==> config.mk <==
export PLATFORM = sky130hd
export DESIGN_NAME = regfile_write_demux
export DESIGN_NICKNAME = d
export VERILOG_FILES = /design/src/rtl/regfile_write_demux_pkg.sv /design/src/rtl/regfile_write_demux_decoder3to8.sv /design/src/rtl/regfile_write_demux.sv
export SDC_FILE = /design/constraint.sdc
export NUM_CORES = 1
export LEC_CHECK = 0
export ABC_CLOCK_PERIOD_IN_PS = 5050
export BUFFER_PORTS_ARGS = -buffer_cell sky130_fd_sc_hd__buf_2
export CAP_MARGIN = 20
export CORE_AREA = 10 10 108 120
export CTS_CLUSTER_SIZE = 25
export DETAILED_ROUTE_END_ITERATION = 6
export DIE_AREA = 0 0 118 130
export PLACE_DENSITY = 0.82
export SLEW_MARGIN = 20
export SYNTH_ARGS = -nofsm -noshare
export SYNTH_HDL_FRONTEND = slang
export SYNTH_SLANG_ARGS = --single-unit
==> constraint.sdc <==
create_clock -name clk -period 5.05 [get_ports clk]
set_input_delay 0.7575 -clock clk [delete_from_list [all_inputs] [get_ports clk]]
set_output_delay 0.7575 -clock clk [all_outputs]
set_load 0.005 [all_outputs]
==> src/rtl/regfile_write_demux_pkg.sv <==
// Shared constants and holding-stage state encoding for the register-file write demux.
package regfile_write_demux_pkg;

  localparam int NUM_REGS = 8;
  localparam int ADDR_W   = 3;

  typedef enum logic {
    EMPTY = 1'b0,
    FULL  = 1'b1
  } hold_state_e;

endpackage

==> src/rtl/regfile_write_demux_decoder3to8.sv <==
// Binary-to-one-hot decoder: bit n of onehot_o is set for addr_i == n.
module decoder3to8 (
  input  logic [2:0] addr_i,
  output logic [7:0] onehot_o
);

  // One-hot decode of the 3-bit address
  always_comb begin
    onehot_o = 8'b0000_0000;
    case (addr_i)
      3'd0:    onehot_o = 8'b0000_0001;
      3'd1:    onehot_o = 8'b0000_0010;
      3'd2:    onehot_o = 8'b0000_0100;
      3'd3:    onehot_o = 8'b0000_1000;
      3'd4:    onehot_o = 8'b0001_0000;
      3'd5:    onehot_o = 8'b0010_0000;
      3'd6:    onehot_o = 8'b0100_0000;
      3'd7:    onehot_o = 8'b1000_0000;
      default: onehot_o = 8'b0000_0000;
    endcase
  end

endmodule

==> src/rtl/regfile_write_demux.sv <==
// Eight-entry register file fed through a one-entry write holding stage.
// Optional macro REGFILE_ZERO_REG_EN makes r0 a constant-zero register.
module regfile_write_demux
  import regfile_write_demux_pkg::*;
#(
  parameter int k = 16
) (
  input  logic              clk,
  input  logic              rst_n,
  input  logic              wr_valid,
  output logic              wr_ready,
  input  logic [ADDR_W-1:0] wr_addr,
  input  logic [k-1:0]      wr_data,
  input  logic              hold,
  output logic [7:0]        wr_sel,
  output logic              wr_done,
  output logic [k-1:0]      r0,
  output logic [k-1:0]      r1,
  output logic [k-1:0]      r2,
  output logic [k-1:0]      r3,
  output logic [k-1:0]      r4,
  output logic [k-1:0]      r5,
  output logic [k-1:0]      r6,
  output logic [k-1:0]      r7
);

`ifdef REGFILE_ZERO_REG_EN
  localparam logic [NUM_REGS-1:0] WR_MASK = 8'b1111_1110;
`else
  localparam logic [NUM_REGS-1:0] WR_MASK = 8'b1111_1111;
`endif

  hold_state_e         state_q, state_d;
  logic [ADDR_W-1:0]   addr_q, addr_d;
  logic [k-1:0]        data_q, data_d;
  logic [k-1:0]        reg_q [NUM_REGS];
  logic                done_q;

  logic                ready_s;
  logic                accept_s;
  logic                commit_s;
  logic [NUM_REGS-1:0] dec_s;
  logic [NUM_REGS-1:0] sel_s;
  logic [NUM_REGS-1:0] wr_en_s;

  decoder3to8 u_dec (
    .addr_i   (addr_q),
    .onehot_o (dec_s)
  );

  // Holding-stage next state, handshake and commit decisions
  always_comb begin
    state_d  = state_q;
    addr_d   = addr_q;
    data_d   = data_q;
    ready_s  = 1'b0;
    commit_s = 1'b0;
    case (state_q)
      EMPTY: begin
        ready_s  = 1'b1;
        commit_s = 1'b0;
      end
      FULL: begin
        ready_s  = ~hold;
        commit_s = ~hold;
      end
      default: begin
        ready_s  = 1'b0;
        commit_s = 1'b0;
      end
    endcase

    accept_s = wr_valid & ready_s;

    if (accept_s) begin
      state_d = FULL;
      addr_d  = wr_addr;
      data_d  = wr_data;
    end else if (commit_s) begin
      state_d = EMPTY;
    end else begin
      state_d = state_q;
    end

    if (commit_s) begin
      sel_s = dec_s;
    end else begin
      sel_s = 8'b0000_0000;
    end
    // A commit to a hard-wired register still selects it but loads nothing
    wr_en_s = sel_s & WR_MASK;
  end

  // Holding-stage state, entry and completion pulse
  always_ff @(posedge clk or negedge rst_n) begin
    if (!rst_n) begin
      state_q <= EMPTY;
      addr_q  <= 3'd0;
      data_q  <= '0;
      done_q  <= 1'b0;
    end else begin
      state_q <= state_d;
      addr_q  <= addr_d;
      data_q  <= data_d;
      done_q  <= commit_s;
    end
  end

  // Register array load on commit
  always_ff @(posedge clk or negedge rst_n) begin
    if (!rst_n) begin
      for (int i = 0; i < NUM_REGS; i++) begin
        reg_q[i] <= '0;
      end
    end else begin
      for (int i = 0; i < NUM_REGS; i++) begin
        if (wr_en_s[i]) begin
          reg_q[i] <= data_q;
        end else begin
          reg_q[i] <= reg_q[i];
        end
      end
    end
  end

  assign wr_ready = ready_s;
  assign wr_sel   = sel_s;
  assign wr_done  = done_q;
  assign r0       = reg_q[0];
  assign r1       = reg_q[1];
  assign r2       = reg_q[2];
  assign r3       = reg_q[3];
  assign r4       = reg_q[4];
  assign r5       = reg_q[5];
  assign r6       = reg_q[6];
  assign r7       = reg_q[7];

endmodule

* Yosys cells after proc, flatten, opt, wreduce, memory -nomap -nowiden *
Memory sizes are Yosys's and may differ from the RTL's.
Index checks and enable logic that the tools add are counted.

word-level totals
  bits in registers = 149
  ROM bits = 64
  input bits = 23
  output and inout bits = 138
  word-level logic and storage cells = 22
  memories kept = 1

memories
  memory            words  bits a word  rd ports  clocked after Yosys merged registers in  wr ports  line                                   source
  (name not given)  8      8            1         0                                        0         regfile_write_demux_decoder3to8.sv:10  case (addr_i)

cells by class
  muxes and demuxes = 5
  bitwise gates (word level) = 3
  reductions and logical operators = 1

operators by type and width
  kind                                count
  2-to-1 mux 8 bit                    1
  one-hot mux 1 bit (2 select lines)  2
  2-to-1 mux 1 bit                    2
  NOT 1 bit                           2
  nonzero test 2 bit                  1
  AND 1 bit                           1

* Logic depth before layout (Yosys ltp) *
  depth after elaboration = 4
  depth in mapped cells = 5
  gate-level depth less buffers = 3

* Modules after synthesis *
Synthesis repeated with hierarchy kept, for this count alone.

unflattened totals
  cell total of the unflattened synthesis = 336
  area total of the unflattened synthesis = 6054.6 µm²

modules (own cells, without submodules)
  module               times used  cells each  area each (µm²)  seq. area each (µm²)
  regfile_write_demux  1           328         5989.5           3728.6
  decoder3to8          1           8           65.1             0.0

* Worst setup path before layout *
No wires, ideal clock.

  kind = input to output
  start point = input hold
  end point = output wr_sel[0]
  data arrival time = 1814 ps
  required time = 4293 ps
  slack = 2478 ps
  cell stages on the path = 5
  buffers on the path = 2
  cell sequence = or3b_1 or3_1 buf_6 buf_12 inv_1

on the way
  longest elaborated chain between the ends = 3

RTL lines
  item                                line                       source
  start, declared                     regfile_write_demux.sv:14  input logic hold,
  NOT 1 bit                           regfile_write_demux.sv:65  commit_s = ~hold;
  one-hot mux 1 bit (2 select lines)  regfile_write_demux.sv:58  case (state_q)
  2-to-1 mux 8 bit                    regfile_write_demux.sv:85  if (commit_s) begin
  end, declared                       regfile_write_demux.sv:15  output logic [7:0] wr_sel,

No other way between the ends.

* Worst setup path after layout *
Same ends and word-level chain as after synthesis.

==> metrics.md <==
| Metric | Value |
|---|---|
| Hold Path Class | `in2async` |
| Worst-Skew Late Latency | `0.41 ns` |
| Share of the synthesized area in the top cell type | `66.1%` |
| Setup WS pre-CTS | `2.22 ns` |
| FF-to-FF Start | `addr_q[2]` |
| Critical Path Max Stage Delay | `0.43 ns` |
| CTS buffer count | `17` |
| CP Capture Point | `wr_sel[0]` |
| Die area | `15,300 sq um` |
| Vias | `3,419` |
| Gr usage total | `18.2%` |
| Top post-synthesis cells by area | `dfrtp_1 (66%), mux2_2 (27%), mux2_4 (2.4%), buf_6 (0.60%), buf_2 (0.53%)` |
| Hpwl dp | `9750 um` |
| Max VDD drop | `0.000306 V` |
| WL/cell | `20.5 um` |
| EDFF count, synth | `0` |
| Initial Util | `53.1%` |
| RSZ-0062 raised after global routing | `no` |
| Worst reg-to-reg setup slack | `3.15 ns` |
| First-pass GRT wire length | `21,700 um` |
| Largest net degree at the start of global routing | `108` |
| Final nets | `527` |
| Initial antenna violation count | `0` |
| Post-Syn Area | `5640 sq um` |
| Std-Cell Rows | `40` |
| Routability cong. | `0.757` |
| CTS Hold Bufs | `0` |
| Critical path class | `in2out` |
| Cell variety after synth | `21` |
| Sequential fraction of the synthesis area | `66.1%` |
| Post-route DRC | `0` |
| Sink Count | `149` |
| Tcrit/Tclk final | `56.3%` |
| # IOs | `161` |
| Most Frequent Cell on Critical Path | `buf_2` |
| Worst EP required | `4.29 ns` |
| CP arrival | `2.08 ns` |
| Share of post-route cells with drive strength above 1 | `67.1%` |
| Chip width | `118 um` |
| Starting DRT DRC Count | `162` |
| Routed Wire Length | `13,600 um` |
| Final worst setup slack | `2.21 ns` |
| Gate Count Post-Synth | `331` |
| Startpoint Class | `primary input` |
| Final hold vios | `0` |
| Post-CTS setup buffers | `0` |
| Final TNS setup | `0 ns` |
| Fill count | `785` |
| Worst Hold Slack | `0.437 ns` |
| Crit-path max FO | `17` |
| Synth-to-Final Area Change | `27.9%` |
| Post-layout util | `67.9%` |
| Total congestion overflow | `0` |
| #FFs+latches synth | `149` |
| Count leader, synth | `dfrtp_1` |
| Setup Skew | `0.00725 ns` |
| CP startpoint | `hold` |
| CP Cell Sequence | `buf_2 > or3b_1 > or3_1 > buf_4 > inv_1 > buf_2` |
| Register Area | `3730 sq um` |
| Fin crit period | `2.84 ns` |
| Clock tree root driver cell | `clkbuf_16` |
| Yosys top cell by area | `dfrtp_1` |
| Stages on the worst setup path | `6` |
| Worst Tran Pin Value | `0.946 ns` |
| Avg Cell Area, Syn | `17.0 sq um` |
| Worst setup EP type | `primary output` |
| Via density | `5.16` |
| Slew headroom | `36.9%` |
| Clock slew at reported path FFs | `0.05 ns` |
| Max-slew violation count | `0` |
| Yosys warns | `0` |
| Mapped Nets | `354` |
| Ant diodes | `0` |
| Initial DRT Pass Iterations | `4` |
| Post-route ant nets | `0` |
| Async set-reset flop share out of synthesis | `100%` |
| # resized after CTS | `0` |
| Vias in the first global route | `3,853` |
| CP top delay family | `simple AND/OR/NAND/NOR gates` |
| Core area | `10,600 sq um` |
| CP max-delay cell | `or3b_1` |
| Outcome | `finished clean` |
| H-tree levels | `4` |
| R2R depth | `4` |
| TritonCTS clock tree | `done` |
| CP bufs+invs | `4` |
| Clk buf depth | `2` |
| Setup violators final | `0` |
| Die Ht | `130 um` |
| Ys flop type | `dfrtp_1` |
| Commonest cells post-synth | `dfrtp_1 (149), mux2_2 (137), mux2_4 (9), buf_2 (6), inv_1 (4)` |
| RR Endpoint | `r0[6]` |
| Multi-input logic area | `1790 sq um` |
| Max Cap Violations | `0` |
| Fmax | `352 MHz` |
| P_leak | `3.52 nW` |
| Number of I/O port buffers | `160` |
| Cell Pwr Density | `646 nW/um^2` |
[metrics by stage]
step                      instance area [sq um]  power, mW  std cells
after floorplan                            5640       2.60        331
after global placement                     6580       3.32        632
after detailed placement                   6580       3.39        632
after CTS                                  7210       4.73        663
after global routing                       7210       4.94        663
final                                      7210       4.66        663
[worst min-delay path by stage]
stage                      start        end  slack (ns)  depth (start not counted)
after global placement    r2[14]     r2[14]        0.48                          1
after CTS                  rst_n     r4[13]        0.50                          1
after detailed placement   r1[3]      r1[3]        0.49                          1
after floorplan            rst_n  addr_q[0]        0.46                          0
after global routing       r4[5]      r4[5]        0.51                          1
final                      rst_n     r2[13]        0.44                          1
[cell usage in the layout, fill, tap and decap left out, types with 3 or more instances in the layout]
cell | Yosys | routed
mux2_4 | 9 | 9
nand2b_1 | 3 | 3
clkbuf_8 | 0 | 3
buf_2 | 6 | 159
clkbuf_16 | 0 | 17
dfrtp_1 | 149 | 149
inv_1 | 4 | 4
bufinv_16 | 0 | 4
mux2_2 | 137 | 137
clkinv_2 | 0 | 3
buf_4 | 2 | 8
[state kept, by name, indices dropped and copies added, names as in the netlist]
register	flops
r5	16
r3	16
r4	16
r2	16
r7	16
state_q	1
data_q	16
r1	16
wr_done	1
addr_q	3
r6	16
r0	16
[cell families after synthesis]
group | synth area share, %
buffers and inverters | 2.15
flip-flops | 66.1
multiplexers | 30.0
AND/OR/NAND/NOR | 1.73
[metal layers]
| metal | vias to the layer above | wire, um | GRT usage (%) |
|---|---|---|---|
| li1 | 1514 | - | - |
| met1 | 1745 | 5650 | 22.2 |
| met2 | 140 | 6450 | 28.4 |
| met3 | 20 | 1270 | 7.78 |
| met4 | 0 | 240 | 6.84 |
| met5 | - | 0 | 0 |
[power breakdown]
part	switching [mW]	leakage, nW	internal [mW]	total [mW]
clock network	0.454	0.302	0.861	1.31
logic	0.493	1.44	0.767	1.26
registers	0.352	1.79	1.73	2.09
[area by class of cell]
cell class / count / area share, %
flip-flops and latches: 149 / 51.7
clock inverters: 9 / 2.08
clock buffers: 22 / 6.58
inverters: 4 / 0.208
repair buffers: 168 / 12.0
well taps: 147 / 2.55
multi-input cells: 164 / 24.8
Note: power is estimated with default switching activity, not from simulation.
